`src/rtl/fht_pkg.sv`:
```
// Shared constants for the FHT engine: transform geometry, pipeline latencies
// and the sequencer state codes.
package fht_pkg;

    localparam int N       = 256;
    localparam int A_BIT   = 8;
    localparam int D_BIT   = 17;
    localparam int W_BIT   = 16;

    localparam int RD_LAT  = 1;
    localparam int BUT_LAT = 2;
    localparam int WB_LAT  = RD_LAT + BUT_LAT;

    // Plain codes rather than an enum so older tools and probes can decode them
    localparam logic [2:0] ST_IDLE  = 3'd0;
    localparam logic [2:0] ST_RUN   = 3'd1;
    localparam logic [2:0] ST_DRAIN = 3'd2;
    localparam logic [2:0] ST_SWAP  = 3'd3;
    localparam logic [2:0] ST_DONE  = 3'd4;

    // Bits needed to hold a stage number 0..a_bit-1
    function automatic int s_width(input int a_bit);
        return (a_bit > 1) ? $clog2(a_bit) : 1;
    endfunction

endpackage

```
`src/rtl/fht_stage_seq_if.sv`:
```
// Bus between the stage sequencer and its data RAMs, twiddle ROM and butterfly.
// The master side is the sequencer; the slave side is the memory/butterfly fabric.
interface fht_stage_seq_if #(
    parameter int A_BIT = fht_pkg::A_BIT,
    parameter int D_BIT = fht_pkg::D_BIT
);
    logic [A_BIT-1:0] oRD_ADDR_0;
    logic [A_BIT-1:0] oRD_ADDR_1;
    logic [A_BIT-1:0] oRD_ADDR_2;
    logic [D_BIT-1:0] iRD_DATA_0;
    logic [D_BIT-1:0] iRD_DATA_1;
    logic [D_BIT-1:0] iRD_DATA_2;
    logic [A_BIT-2:0] oTW_ADDR;
    logic [D_BIT-1:0] oX_0;
    logic [D_BIT-1:0] oX_1;
    logic [D_BIT-1:0] oX_2;
    logic [D_BIT-1:0] iY_0;
    logic [D_BIT-1:0] iY_1;
    logic             oWR_EN;
    logic [A_BIT-1:0] oWR_ADDR_0;
    logic [A_BIT-1:0] oWR_ADDR_1;
    logic [D_BIT-1:0] oWR_DATA_0;
    logic [D_BIT-1:0] oWR_DATA_1;

    modport master (
        output oRD_ADDR_0, oRD_ADDR_1, oRD_ADDR_2, oTW_ADDR,
        output oX_0, oX_1, oX_2,
        output oWR_EN, oWR_ADDR_0, oWR_ADDR_1, oWR_DATA_0, oWR_DATA_1,
        input  iRD_DATA_0, iRD_DATA_1, iRD_DATA_2, iY_0, iY_1
    );

    modport slave (
        input  oRD_ADDR_0, oRD_ADDR_1, oRD_ADDR_2, oTW_ADDR,
        input  oX_0, oX_1, oX_2,
        input  oWR_EN, oWR_ADDR_0, oWR_ADDR_1, oWR_DATA_0, oWR_DATA_1,
        output iRD_DATA_0, iRD_DATA_1, iRD_DATA_2, iY_0, iY_1
    );

endinterface

```
`src/rtl/fht_addr_gen.sv`:
```
// Combinational (stage, butterfly index) -> three read addresses and twiddle index
// for a radix-2 FHT stage. Shared with the bit-reversal loader.
module fht_addr_gen #(
    parameter int A_BIT = fht_pkg::A_BIT,
    parameter int S_BIT = fht_pkg::s_width(fht_pkg::A_BIT)
) (
    input  logic [S_BIT-1:0] s,
    input  logic [A_BIT-2:0] j,
    output logic [A_BIT-1:0] addr_0,
    output logic [A_BIT-1:0] addr_1,
    output logic [A_BIT-1:0] addr_2,
    output logic [A_BIT-2:0] tw_addr
);
    import fht_pkg::*;

    localparam logic [A_BIT-1:0] ONE   = A_BIT'(1);
    localparam logic [S_BIT-1:0] S_TOP = S_BIT'(A_BIT - 1);

    logic [A_BIT-2:0] low_mask;
    logic [A_BIT-2:0] k;
    logic [A_BIT-1:0] k_ext;
    logic [A_BIT-1:0] g;
    logic [A_BIT-1:0] h;
    logic [S_BIT-1:0] tw_shift;

    // k is j mod h and g is the block base 2h*(j/h); both fall out of masking j
    // because h is a power of two. Wrap of g+2h at the last stage is intentional.
    always_comb begin
        low_mask = ~({(A_BIT-1){1'b1}} << s);
        k        = j & low_mask;
        k_ext    = {1'b0, k};
        g        = {j & ~low_mask, 1'b0};
        h        = ONE << s;
        tw_shift = S_TOP - s;

        addr_0   = g + k_ext;
        addr_1   = g + h + k_ext;
        addr_2   = (k == '0) ? (g + h) : (g + (h << 1) - k_ext);
        tw_addr  = k << tw_shift;
    end

endmodule

```
`src/rtl/fht_stage_seq.sv`:
```
// Stage sequencer for a single-butterfly FHT: walks all log2(N) stages over a
// ping-pong RAM pair, aligns operands to the butterfly and writes results back.
module fht_stage_seq #(
    parameter int N     = fht_pkg::N,
    parameter int A_BIT = fht_pkg::A_BIT,
    parameter int D_BIT = fht_pkg::D_BIT
) (
    input  logic iCLK,
    input  logic iRESET,
    input  logic iSTART,
    output logic oBUSY,
    output logic oDONE,
    output logic oBANK,
    fht_stage_seq_if.master bus
);
    import fht_pkg::*;

    localparam int               S_BIT  = s_width(A_BIT);
    localparam logic [A_BIT-2:0] J_LAST = (A_BIT-1)'(N/2 - 1);
    localparam logic [A_BIT-2:0] J_ONE  = (A_BIT-1)'(1);
    localparam logic [S_BIT-1:0] S_LAST = S_BIT'(A_BIT - 1);
    localparam logic [S_BIT-1:0] S_ONE  = S_BIT'(1);
    localparam logic [1:0]       D_LAST = 2'(WB_LAT - 1);

    logic [2:0]       state;
    logic [S_BIT-1:0] s;
    logic [A_BIT-2:0] j;
    logic [1:0]       drain_cnt;
    logic             bank;
    logic             done_q;
    logic             issue;

    logic [A_BIT-1:0] addr_0;
    logic [A_BIT-1:0] addr_1;
    logic [A_BIT-1:0] addr_2;
    logic [A_BIT-2:0] tw_addr;

    logic [WB_LAT-1:0] vld;
    logic [A_BIT-1:0]  a0_dl [WB_LAT];
    logic [A_BIT-1:0]  a1_dl [WB_LAT];
    logic [D_BIT-1:0]  x0_q;

    fht_addr_gen #(
        .A_BIT (A_BIT),
        .S_BIT (S_BIT)
    ) u_addr_gen (
        .s       (s),
        .j       (j),
        .addr_0  (addr_0),
        .addr_1  (addr_1),
        .addr_2  (addr_2),
        .tw_addr (tw_addr)
    );

    assign issue = (state == ST_RUN);

    // Stage walk: one butterfly per RUN cycle, DRAIN lets the write-back pipe
    // empty before SWAP flips banks, so the next stage never reads stale words.
    // The bank is re-zeroed at start so results always land in bank A_BIT mod 2.
    always_ff @(posedge iCLK or negedge iRESET) begin
        if (!iRESET) begin
            state     <= ST_IDLE;
            s         <= '0;
            j         <= '0;
            drain_cnt <= '0;
            bank      <= 1'b0;
            done_q    <= 1'b0;
        end else begin
            done_q <= (state == ST_DONE);
            case (state)
                ST_IDLE: begin
                    if (iSTART) begin
                        state <= ST_RUN;
                        s     <= '0;
                        j     <= '0;
                        bank  <= 1'b0;
                    end
                end
                ST_RUN: begin
                    if (j == J_LAST) begin
                        state     <= ST_DRAIN;
                        drain_cnt <= '0;
                    end else begin
                        j <= j + J_ONE;
                    end
                end
                ST_DRAIN: begin
                    if (drain_cnt == D_LAST) begin
                        state <= ST_SWAP;
                    end else begin
                        drain_cnt <= drain_cnt + 2'd1;
                    end
                end
                ST_SWAP: begin
                    bank <= ~bank;
                    if (s == S_LAST) begin
                        state <= ST_DONE;
                    end else begin
                        s     <= s + S_ONE;
                        j     <= '0;
                        state <= ST_RUN;
                    end
                end
                ST_DONE: begin
                    state <= ST_IDLE;
                end
                default: begin
                    state <= ST_IDLE;
                end
            endcase
        end
    end

    // Write-back pipe: valid and addresses ride alongside the RAM read and the
    // butterfly; never flushed between stages, the valid bits simply drain out.
    // X0 is held one extra cycle because the butterfly adds it after the multiply.
    always_ff @(posedge iCLK or negedge iRESET) begin
        if (!iRESET) begin
            vld  <= '0;
            x0_q <= '0;
            for (int i = 0; i < WB_LAT; i++) begin
                a0_dl[i] <= '0;
                a1_dl[i] <= '0;
            end
        end else begin
            vld      <= {vld[WB_LAT-2:0], issue};
            x0_q     <= bus.iRD_DATA_0;
            a0_dl[0] <= addr_0;
            a1_dl[0] <= addr_1;
            for (int i = 1; i < WB_LAT; i++) begin
                a0_dl[i] <= a0_dl[i-1];
                a1_dl[i] <= a1_dl[i-1];
            end
        end
    end

    assign oBUSY          = (state == ST_RUN) || (state == ST_DRAIN) || (state == ST_SWAP);
    assign oDONE          = done_q;
    assign oBANK          = bank;

    assign bus.oRD_ADDR_0 = addr_0;
    assign bus.oRD_ADDR_1 = addr_1;
    assign bus.oRD_ADDR_2 = addr_2;
    assign bus.oTW_ADDR   = tw_addr;

    assign bus.oX_0       = x0_q;
    assign bus.oX_1       = bus.iRD_DATA_1;
    assign bus.oX_2       = bus.iRD_DATA_2;

    assign bus.oWR_EN     = vld[WB_LAT-1];
    assign bus.oWR_ADDR_0 = a0_dl[WB_LAT-1];
    assign bus.oWR_ADDR_1 = a1_dl[WB_LAT-1];
    assign bus.oWR_DATA_0 = bus.iY_0;
    assign bus.oWR_DATA_1 = bus.iY_1;

endmodule

```
`src/flat_wrapper.sv`:
```
// flat-port wrapper written by rule: the top's interface ports become plain ports
module fht_stage_seq_flat import fht_pkg::*;
#(
    parameter int N     = fht_pkg::N,
    parameter int A_BIT = fht_pkg::A_BIT,
    parameter int D_BIT = fht_pkg::D_BIT
)
  (iCLK, iRESET, iSTART, oBUSY, oDONE, oBANK, bus_oRD_ADDR_0, bus_oRD_ADDR_1, bus_oRD_ADDR_2, bus_oTW_ADDR, bus_oX_0, bus_oX_1, bus_oX_2, bus_oWR_EN, bus_oWR_ADDR_0, bus_oWR_ADDR_1, bus_oWR_DATA_0, bus_oWR_DATA_1, bus_iRD_DATA_0, bus_iRD_DATA_1, bus_iRD_DATA_2, bus_iY_0, bus_iY_1);
  fht_stage_seq_if #(.A_BIT(A_BIT), .D_BIT(D_BIT)) bus_i ();
  input  logic iCLK;
  input  logic iRESET;
  input  logic iSTART;
  output logic oBUSY;
  output logic oDONE;
  output logic oBANK;
  output wire logic [$bits(bus_i.oRD_ADDR_0)-1:0] bus_oRD_ADDR_0;
  output wire logic [$bits(bus_i.oRD_ADDR_1)-1:0] bus_oRD_ADDR_1;
  output wire logic [$bits(bus_i.oRD_ADDR_2)-1:0] bus_oRD_ADDR_2;
  output wire logic [$bits(bus_i.oTW_ADDR)-1:0] bus_oTW_ADDR;
  output wire logic [$bits(bus_i.oX_0)-1:0] bus_oX_0;
  output wire logic [$bits(bus_i.oX_1)-1:0] bus_oX_1;
  output wire logic [$bits(bus_i.oX_2)-1:0] bus_oX_2;
  output wire logic [$bits(bus_i.oWR_EN)-1:0] bus_oWR_EN;
  output wire logic [$bits(bus_i.oWR_ADDR_0)-1:0] bus_oWR_ADDR_0;
  output wire logic [$bits(bus_i.oWR_ADDR_1)-1:0] bus_oWR_ADDR_1;
  output wire logic [$bits(bus_i.oWR_DATA_0)-1:0] bus_oWR_DATA_0;
  output wire logic [$bits(bus_i.oWR_DATA_1)-1:0] bus_oWR_DATA_1;
  input wire logic [$bits(bus_i.iRD_DATA_0)-1:0] bus_iRD_DATA_0;
  input wire logic [$bits(bus_i.iRD_DATA_1)-1:0] bus_iRD_DATA_1;
  input wire logic [$bits(bus_i.iRD_DATA_2)-1:0] bus_iRD_DATA_2;
  input wire logic [$bits(bus_i.iY_0)-1:0] bus_iY_0;
  input wire logic [$bits(bus_i.iY_1)-1:0] bus_iY_1;
  assign bus_oRD_ADDR_0 = bus_i.oRD_ADDR_0;
  assign bus_oRD_ADDR_1 = bus_i.oRD_ADDR_1;
  assign bus_oRD_ADDR_2 = bus_i.oRD_ADDR_2;
  assign bus_oTW_ADDR = bus_i.oTW_ADDR;
  assign bus_oX_0 = bus_i.oX_0;
  assign bus_oX_1 = bus_i.oX_1;
  assign bus_oX_2 = bus_i.oX_2;
  assign bus_oWR_EN = bus_i.oWR_EN;
  assign bus_oWR_ADDR_0 = bus_i.oWR_ADDR_0;
  assign bus_oWR_ADDR_1 = bus_i.oWR_ADDR_1;
  assign bus_oWR_DATA_0 = bus_i.oWR_DATA_0;
  assign bus_oWR_DATA_1 = bus_i.oWR_DATA_1;
  assign bus_i.iRD_DATA_0 = bus_iRD_DATA_0;
  assign bus_i.iRD_DATA_1 = bus_iRD_DATA_1;
  assign bus_i.iRD_DATA_2 = bus_iRD_DATA_2;
  assign bus_i.iY_0 = bus_iY_0;
  assign bus_i.iY_1 = bus_iY_1;
  fht_stage_seq #(.N(N), .A_BIT(A_BIT), .D_BIT(D_BIT)) u_core (.iCLK(iCLK), .iRESET(iRESET), .iSTART(iSTART), .oBUSY(oBUSY), .oDONE(oDONE), .oBANK(oBANK), .bus(bus_i));
endmodule
```
`config.mk`:
```
export PLATFORM = sky130hd
export DESIGN_NAME = fht_stage_seq_flat
export DESIGN_NICKNAME = d
export VERILOG_FILES = /design/src/rtl/fht_pkg.sv /design/src/rtl/fht_stage_seq_if.sv /design/src/rtl/fht_addr_gen.sv /design/src/rtl/fht_stage_seq.sv /design/src/flat_wrapper.sv
export SDC_FILE = /design/constraint.sdc
export NUM_CORES = 1
export LEC_CHECK = 0
export BUFFER_PORTS_ARGS = -buffer_cell sky130_fd_sc_hd__buf_2
export CORE_ASPECT_RATIO = 0.5
export CORE_MARGIN = 1
export CORE_UTILIZATION = 40
export DETAILED_ROUTE_END_ITERATION = 10
export PLACE_DENSITY = 0.79
export SETUP_SLACK_MARGIN = 0.4
export SLEW_MARGIN = 40
export SYNTH_ARGS = -nofsm -noshare
export SYNTH_HDL_FRONTEND = slang
export SYNTH_HIERARCHICAL = 1
export SYNTH_SLANG_ARGS = --single-unit
```
`constraint.sdc`:
```
create_clock -name iCLK -period 3.8 [get_ports iCLK]
set_input_delay 0.38 -clock iCLK [delete_from_list [all_inputs] [get_ports iCLK]]
set_output_delay 0.38 -clock iCLK [all_outputs]
set_load 0.005 [all_outputs]
```
==> results of run 1 <==
==> cell type report <==
class                      instances  area [sq um]  share of cell area (%)
timing repair buffer             119         747.0                   13.20
clock inverter                     7         57.56                   1.017
multi-input combinational        250          2185                   38.60
tap                              165         206.4                   3.648
inverter                          28         107.6                   1.901
clock buffer                       9         225.2                   3.980
sequential                        85          2131                   37.65
==> cell usage in the layout, fill, tap and decap left out, types with 9 or more instances in the layout <==
master and n:
nand2_1 22, buf_2 86, nand3_1 10, ha_1 33, clkbuf_16 10, inv_1 25
o21ai_1 9, xnor2_1 11, nor2_1 18, dfrtp_1 82, a21oi_1 13, xor2_1 10
buf_4 25
==> stage by stage <==
stage	TNS, ns	instances	worst slack [ns]	hold WS (ns)
6_report	0	663	0.1153	0.07414
3_3_place_gp	0	621	0.4460	0.3314
4_1_cts	0	643	0.1954	0.1090
5_1_grt	-0.01998	663	-0.01053	0.1229
3_5_place_dp	0	621	0.3138	0.3347
2_1_floorplan	0	457	0.4230	0.08441
==> per-layer routing <==
| metal | vias to the layer above | GRT usage (%) | wire length [um] |
|---|---|---|---|
| met5 | - | 1.653 | 0 |
| met2 | 177 | 32.59 | 6408 |
| li1 | 1500 | - | - |
| met4 | 0 | 4.951 | 245 |
| met1 | 1588 | 17.68 | 4142 |
| met3 | 28 | 10.90 | 1528 |
==> logic make-up after synthesis <==
logic type / Yosys count
multiplexers: 17
buffers and inverters: 122
AND/OR/NAND/NOR: 97
other: 1
adder cells (fa/ha/maj): 44
AO/OA/AOI/OAI: 67
flip-flops: 85
XOR/XNOR: 24
==> power groups by stage <==
stage / sequential, mW / clock (mW) / combinational, mW
floorplan: 0.939 / 0 / 0.0637
detailed placement: 0.937 / 0 / 0.0470
global placement: 0.937 / 0 / 0.0464
global route: 0.921 / 0.902 / 0.0522
finish: 0.920 / 0.836 / 0.0458
CTS: 0.920 / 0.858 / 0.0473
==> repair_timing <==
action,4_1_cts,5_1_grt
gates resized for setup,22,26
hold buffers,0,0
pin swaps,5,26
setup buffers,6,19
cloned,0,1
endpoints found under the setup margin,9,10
==> state kept, by name, summed over array words and instances, names as in the netlist, 2 cells and up <==
| name | cells |
|---|---|
| u_core/drain_cnt | 2 |
| u_core/bus.oWR_ADDR_1 | 8 |
| u_core/bus.oX_0 | 17 |
| u_core/vld | 3 |
| u_core/bus.oWR_ADDR_0 | 8 |
| u_core/a1_dl | 16 |
| u_core/a0_dl | 16 |
| u_core/j | 7 |
| u_core/s | 3 |
| u_core/state | 3 |
==> worst max-delay path by stage <==
stage / start / to / slack, ns / cells past startpoint
2_1_floorplan: u_core/s[1] / bus_oRD_ADDR_1[7] / 0.42 / 12
3_3_place_gp: u_core/s[2] / bus_oRD_ADDR_1[7] / 0.45 / 11
3_5_place_dp: u_core/s[2] / bus_oRD_ADDR_1[7] / 0.31 / 11
4_1_cts: u_core/s[1] / bus_oRD_ADDR_1[7] / 0.20 / 11
5_1_grt: u_core/s[2] / bus_oRD_ADDR_2[5] / -0.01 / 12
6_report: u_core/s[2] / bus_oRD_ADDR_2[5] / 0.12 / 12
==> impl_metrics.toml, run 1 <==
[setup_path]
timing.rr.end = "u_core/a1_dl[22]"
crit_required_ns = 3.42
ff2ff_setup_slack_ns = 0.87
setup.worst_path.start_class = "register"
path_common_cell = "inv_1"
slowest_stage = "fa_1"
crit_chain = "buf_6 -> nor3_4 -> inv_1 -> fa_1 -> inv_1 -> ha_4 -> fa_2 -> a21o_1 -> a21oi_2 -> xnor2_1 -> mux2_1 -> buf_2"
worstSetupEndpointType = "output pin"
crit_family = "adder cells"
worst_r2r_path_depth = 14
r2r_start = "u_core/s[2]"
critPathBufInv = 4
critPathMaxStageDelay_ns = 0.52
crit_fanout = 4
arrival_ns = 3.30
critPathKind = "reg -> out"

[placed_design]
place_area_sq_um = 4954
numPortBuffers = 87
place_hpwl_mm = 8.859
gp_congestion = 0.8618

[detailed_routing]
drt-total-wl_mm = 12.32
via_per_inst = 4.967
drt.antenna.violating_nets = 0
routedWlPerCell_um = 18.59
drc = 0
vias = 3293
dr.first_iter.drc_count = 147
first_pass_iters = 4

[clock_tree]
cts_tree = "done"
cts_buffer_depth = 2
cts_inserted_buffers = 9
cts-root-buf = "clkbuf_16"
htreeDepth = 3
clkTransAtPathRegs_ns = 0.07
cts_sinks = 85
clock_latency_ns = 0.34

[die]
num_rows = 28
coreArea_sq_um = 11910
start_util_pct = 41.28
die_w_um = 158.8
die_h_um = 80.40
design.die.area_sq_um = 12770
io_pins = 224

[yosys]
ys.flop_type = "dfrtp_1"
synth_top_area_share_pct = 43.26
synth-xor-area-share_pct = 4.275
netlist_area_sq_um = 4917
yosysTopAreaCell = "dfrtp_1"
synth.ff_latch_count = 85
yosysWarnings = 6
syn_nets = 589
synth_top_family_by_area = "buffers and inverters"
synth_edf_count = 0
syn_inst = 457
ys_seq_area_share_pct = 43.26
synthMuxAreaShare_pct = 4.071
ys_top_cells_by_area = "dfrtp_1 43%, buf_4 13%, ha_1 9.2%"
ys_types = 57
netlist_top_cells_count = "85 x dfrtp_1, 84 x buf_4, 36 x ha_1"
synthSimpleGateAreaFrac_pct = 10.53
yosys.area_share.adder_pct = 12.42
yosysMostFrequentCell = "dfrtp_1"
synth-compound-area-share_pct = 9.364
postSynthAreaPerCell_sq_um = 10.76
async_reset_ff_share_pct = 100.0

[finish]
diodes = 0
post-route-util_pct = 47.51
drive_gt1_share_pct = 37.75
area_delta_synth_final_pct = 15.09
final_area_sq_um = 5659
finish.net_count = 625
n_fill_cell = 1047

[sta]
worst-slew-pin-transition_ns = 0.7419
finalCriticalPeriod_ns = 3.685
fmax_mhz = 271.4
fin_worst_skew_ns = 0.006504
rsz0062_at_grt = "true"
setup_viol = 0
max_slew_margin_pct = 50.54
hold_violations = 0
min_period_over_period_pct = 96.96
maxSlewViolCount = 0

[power_and_ir_drop]
swShare_pct = 22.93
ir_drop_uv = 196.2
seq_power_share_pct = 51.1
p_per_area_nw_per_um2 = 318.5
leakagePower_nw = 2.745
combPwrFrac_pct = 2.5
p_sw_mw = 0.4132
design_power_total_mw = 1.802
p_int_mw = 1.389
clkPwrFrac_pct = 46.4

[run_status]
outcome = "complete, no violations"

[global_routing]
grt_antenna_before_repair = 0
grt_max_degree = 86
grt_pass1_wl_mm = 17.46
grt.overflow.total = 0
grt_usage_pct = 18.13
grt_pass1_vias = 3187

[hold_path]
worstHoldPathType = "in -> async"

[flow_run]
cap_violations = 0
No activity file was read; power rests on OpenSTA's default activity.
==> inputs of run 2 (changes only) <==
PLACE_DENSITY = 0.78   (was 0.79)
SETUP_SLACK_MARGIN = 0.2   (was 0.4)
SYNTH_HIERARCHICAL = default   (was 1)
==> run 2 against run 1 <==
  * Clock skew is 0.0036 ns lower
  * Cell count up 1.5%
  * Clock power increased by 4.1%
  * Hold slack about the same
  * Non-clock buffer count down 5
  * Fmax fell by 0.32%
  * Largest cell class unchanged
  * Highest routed layer unchanged
==> impl_metrics.toml, run 2 <==
[yosys]
syn_inst = 474
synth_top_family_by_area = "buffers and inverters"
synth.ff_latch_count = 85
synthSimpleGateAreaFrac_pct = 9.882
ys.flop_type = "dfrtp_1"
synthMuxAreaShare_pct = 3.228
syn_nets = 610
synth-compound-area-share_pct = 11.80
yosysWarnings = 0
netlist_area_sq_um = 5077
ys_seq_area_share_pct = 41.89
netlist_top_cells_count = "85 x buf_4, 85 x dfrtp_1, 41 x ha_1"
synth_top_area_share_pct = 41.89
synth_edf_count = 0
yosys.area_share.adder_pct = 12.86
yosysTopAreaCell = "dfrtp_1"
postSynthAreaPerCell_sq_um = 10.71
synth-xor-area-share_pct = 4.140
ys_types = 61
ys_top_cells_by_area = "dfrtp_1 42%, buf_4 13%, ha_1 10%"
async_reset_ff_share_pct = 100.0

[placed_design]
gp_congestion = 0.9226
numPortBuffers = 87
place_ws_ns = 0.1911
place_area_sq_um = 5111
place_hpwl_mm = 9.566

[power_and_ir_drop]
ir_drop_uv = 178.7
clkPwrFrac_pct = 47.6
leakagePower_nw = 2.797
p_int_mw = 1.460
seq_power_share_pct = 50.3
p_sw_mw = 0.3702
swShare_pct = 20.23
p_per_area_nw_per_um2 = 311.0
combPwrFrac_pct = 2.2

[global_routing]
grt_antenna_before_repair = 0
top_usage_layer = "met2"
globalRouteMet3Util_pct = 8.232
grt_max_degree = 86
grt_usage_pct = 18.88
use_met2_pct = 35.65
met1_usage_pct = 18.70
grt_pass1_vias = 3478
grt_pass1_wl_mm = 18.77
grt.overflow.total = 0

[clock_tree]
postCtsHoldBufs = 0
cts_inserted_buffers = 9
clock_latency_ns = 0.33
cts-root-buf = "clkbuf_16"
cts_tree = "done"
cts_buffer_depth = 2
htreeDepth = 3
cts_sinks = 85
clkTransAtPathRegs_ns = 0.06

[detailed_routing]
dr.first_iter.drc_count = 237
routedWlPerCell_um = 19.67
vias = 3495
drt.antenna.violating_nets = 0
drt-total-wl_mm = 13.24
via_per_inst = 5.193
first_pass_iters = 4
drc = 0

[sta]
rsz0062_at_grt = "true"
setup_ws_ns = 0.1034
maxSlewViolCount = 0
setup_tns_ns = 0
min_period_over_period_pct = 97.28
worst-slew-pin-transition_ns = 0.6434
fin_worst_skew_ns = 0.002939
setup_viol = 0
finalCriticalPeriod_ns = 3.697
fmax_mhz = 270.5
hold_violations = 0
max_slew_margin_pct = 57.10

[run_status]
outcome = "complete, no violations"

[die]
start_util_pct = 42.01
die_h_um = 81.67
die_w_um = 161.3
io_pins = 224
num_rows = 28
coreArea_sq_um = 12090
design.die.area_sq_um = 13180

[setup_path]
crit_family = "adder cells"
critPathMaxStageDelay_ns = 0.40
setup.worst_path.start_class = "register"
critPathKind = "reg -> out"
crit_required_ns = 3.42
arrival_ns = 3.32
crit_chain = "buf_6 -> buf_4 -> ha_2 -> ha_4 -> ha_4 -> a21oi_2 -> a21oi_2 -> xor2_1 -> ha_1 -> nor3_1 -> nor2_1 -> o41a_1 -> xnor2_2 -> buf_2"
worstSetupEndpointType = "output pin"
slowest_stage = "dfrtp_1"
crit_fanout = 6
critPathBufInv = 3

[finish]
finish.net_count = 639
diodes = 0
n_fill_cell = 980
layout_commonest_cell = "buf_2"
final_cell_mix = "86 x buf_2, 83 x dfrtp_1, 27 x ha_1"
area_delta_synth_final_pct = 15.87
drive_gt1_share_pct = 39.57
final_area_sq_um = 5883
largest_register_ffs = 17

[flow_run]
cap_violations = 0

[hold_path]
worstHoldPathType = "in -> async"
## run 2: final timing paths
check | start | to | slack (ns) | cells past startpoint
hold reg to reg | u_core.vld[1] | u_core.vld[2] | 0.35 | 0
hold / removal | iRESET | u_core.state[1] | 0.07 | 1
setup reg to reg | u_core.s[1] | u_core.a1_dl[23] | 0.84 | 13
setup / recovery | u_core.s[1] | bus_oRD_ADDR_1[7] | 0.10 | 14
max in group asynchronous | iRESET | u_core.bus.oWR_ADDR_1[6] | 3.26 | 1
min in group iCLK | bus_iRD_DATA_0[2] | u_core.bus.oX_0[2] | 0.15 | 1
## run 2: kinds of logic after synthesis
group | count (synthesis)
mux | 12
flops | 85
other cells | 1
compound gates | 78
fa+ha+maj | 48
simple gates | 99
buf+inv | 127
xor+xnor | 24
## run 2: timing repair
item | CTS | global route
buffers inserted | 7 | 9
resized for setup | 30 | 32
endpoints found under the setup margin | 7 | 7
endpoints found under the hold margin | 0 | 0
gates cloned | 0 | 0
pin swaps | 6 | 17
## run 2: area by class of cell
cell class              count  area [sq um]  share of cell area (%)
clock buffers              11         242.7                   4.126
well taps                 165         206.4                   3.509
flip-flops and latches     85          2130                   36.20
inverters                  31         122.6                   2.084
clock inverters             5         58.81                  0.9996
repair buffers            114         670.6                   11.40
multi-input cells         262          2452                   41.68
## run 2: power groups by stage
stage | registers [mW] | logic, mW | clock network (mW)
3_5_place_dp | 0.936 | 0.0412 | 0
6_report | 0.920 | 0.0396 | 0.870
5_1_grt | 0.920 | 0.0461 | 0.925
3_3_place_gp | 0.936 | 0.0393 | 0
4_1_cts | 0.920 | 0.0413 | 0.882
2_1_floorplan | 0.938 | 0.0601 | 0
## run 2: per-layer routing
layer | share of wire (%) | wire [um]
met5 | 0 | 0
met4 | 2.6 | 346
met3 | 10 | 1323
met2 | 54 | 7136
met1 | 33 | 4430
## run 2: metrics by stage
step / cells / util, % / power [mW] / hold slack, ns
2_1_floorplan: 474 / - / 0.9981 / 0.08441
3_3_place_gp: 641 / 42.26 / 0.9748 / 0.3316
3_5_place_dp: 641 / 42.29 / 0.9776 / 0.3355
4_1_cts: 664 / 46.34 / 1.843 / 0.1140
5_1_grt: 673 / 48.67 / 1.891 / 0.1302
6_report: 673 / 48.67 / 1.830 / 0.07420
==> inputs of run 3 (changes only) <==
PLACE_DENSITY = 0.75   (was 0.78)
clock period = 3.6 ns   (was 3.8 ns; I/O delays follow)
==> run 3 against run 2 <==
  * The flow now finishes with violations (negative setup slack)
  * Critical endpoint unchanged
  * Non-clock buffer count rose by 24
  * Utilization up 2.3 points
  * Sequential power increased by 5.4%
  * Clock-buffer cell count shrank 2
  * Largest power group is now the clock network
==> impl_metrics.toml, run 3 (synthesized netlist as in run 2, its figures left out) <==
[global_routing]
grt.overflow.total = 0
grt_usage_pct = 19.62
grt_pass1_vias = 3515
grt_antenna_before_repair = 0
grt_max_degree = 86
grt_pass1_wl_mm = 19.29

[placed_design]
gp_congestion = 0.8803
place_inst = 643
numPortBuffers = 87
place_hpwl_mm = 9.613
place_ws_ns = 0.1669

[sta]
finalCriticalPeriod_ns = 3.601
rsz0062_at_grt = "true"
setup_viol = 1
hold_violations = 0
setup_ws_ns = -0.0005924
maxSlewViolCount = 0
whs_ns = 0.04556
worst-slew-pin-transition_ns = 0.6477
fmax_mhz = 277.7
min_period_over_period_pct = 100.0
fin_worst_skew_ns = 0.006051
max_slew_margin_pct = 56.82

[power_and_ir_drop]
p_per_area_nw_per_um2 = 325.9
leakagePower_nw = 2.927
ir_drop_uv = 266.2

[setup_path]
path_common_cell = "ha_4"
ff2ff_setup_slack_ns = 0.71
worstSetupEndpointType = "output pin"
crit_required_ns = 3.24
arrival_ns = 3.24
critPathMaxStageDelay_ns = 0.42
crit_fanout = 5
slowest_stage = "dfrtp_1"
critPathKind = "reg -> out"
setup.worst_path.start_class = "register"
crit_chain = "buf_6 -> ha_4 -> nor2b_4 -> ha_4 -> fa_2 -> xor2_2 -> ha_4 -> nor2b_1 -> o21a_1 -> o41a_1 -> xnor2_2 -> buf_2"

[die]
design.die.area_sq_um = 13180
start_util_pct = 42.01
num_rows = 28
coreArea_sq_um = 12090
die_w_um = 161.3
io_pins = 224
die_h_um = 81.67

[finish]
area_delta_synth_final_pct = 21.27
final_cell_mix = "85 x buf_2, 83 x dfrtp_1, 44 x buf_4"
drive_gt1_share_pct = 44.17
stdcell_count = 697
finish.net_count = 663
largest_register_ffs = 17
diodes = 0
n_fill_cell = 955
layout_commonest_cell = "buf_2"

[detailed_routing]
routedWlPerCell_um = 19.84
dr.first_iter.drc_count = 198
vias = 3586
drc = 0
highest_layer = "met4"
drt.antenna.violating_nets = 0
m1WireLength_mm = 4.585
wl_met2_mm = 7.291
met3WireLength_mm = 1.512
via_per_inst = 5.145
first_pass_iters = 5
drt-total-wl_mm = 13.83

[clock_tree]
cts_inserted_buffers = 9
cts-root-buf = "clkbuf_16"
clkTransAtPathRegs_ns = 0.06
postCtsHoldBufs = 0
htreeDepth = 3
cts_buffer_depth = 2
clock_latency_ns = 0.34
cts_tree = "done"
cts_sinks = 85

[run_status]
violations = "negative setup slack"
outcome = "finished with violations"

[flow_run]
cap_violations = 0

[hold_path]
worstHoldPathType = "in -> async"
-- run 3: cell count changes in the layout (fill, tap and decap cells not counted), moves of 2 or more --
cell / before / now
inv_2: 3 / 7
nand2b_1: 4 / 2
inv_1: 26 / 24
clkinvlp_4: 3 / 0
buf_4: 24 / 44
a21oi_2: 6 / 8
ha_4: 13 / 16
buf_6: 1 / 7
ha_1: 27 / 25
-- run 3: cell type report --
type                    instances  area (sq um)  share of cell area (%)
repair buffers                138         868.3                   14.10
clock inverters                 7         102.6                   1.666
flip-flops and latches         85          2130                   34.59
clock buffers                   9         225.2                   3.658
well taps                     165         206.4                   3.353
inverters                      31         116.4                   1.890
multi-input cells             262          2509                   40.74
-- run 3: stage by stage --
stage / utilization [%] / area [sq um] / power, mW / setup TNS, ns
floorplan: - / 5096 / 1.054 / 0
global placement: 42.48 / 5135 / 1.029 / 0
detailed placement: 42.52 / 5139 / 1.031 / 0
CTS: 48.50 / 5862 / 2.033 / 0
global route: 50.94 / 6157 / 2.076 / -0.2866
finish: 50.94 / 6157 / 2.007 / -0.0005924
-- run 3: where the power goes --
part | switching, mW | total (mW) | internal [mW] | leakage [nW]
clock network | 0.378 | 0.995 | 0.617 | 0.162
logic | 0.0262 | 0.0418 | 0.0156 | 1.78
registers | 0.00256 | 0.970 | 0.968 | 0.984
total | 0.407 | 2.01 | 1.60 | 2.93
-- run 3: worst max-delay path, delay by kind of cell (launching register included) --
family | cells | cell delay, ns
buffers and inverters | 2 | 0.28
and+or+nand+nor | 2 | 0.27
AOI/OAI and AO/OA | 2 | 0.57
xor gates and xnor gates | 2 | 0.39
adders and majority gates | 4 | 0.99
DFF | 1 | 0.42
-- run 3: timing repair --
action                                  4_1_cts  5_1_grt
endpoints found under the setup margin       10        9
buffers inserted                             14       24
gates resized for setup                      55       23
pin swaps                                    17       22
endpoints found under the hold margin         0        0
-- run 3: routing by layer --
metal	vias up	global-route usage, %
li1	1605	-
met4	0	8.491
met2	192	36.08
met3	42	9.091
met5	-	0.7576
met1	1747	19.45
-- run 3: final timing paths --
path | from | endpoint | cells past startpoint
worst max-delay path | u_core.s[0] | bus_oRD_ADDR_1[7] | 12
worst min-delay path | iRESET | u_core.drain_cnt[1] | 1
worst max register to register | u_core.s[0] | u_core.a1_dl[23] | 11
worst min register to register | u_core.a1_dl[16] | u_core.a1_dl[8] | 0
max in group asynchronous | iRESET | u_core.s[2] | 1
min in group iCLK | bus_iRD_DATA_0[10] | u_core.bus.oX_0[10] | 1
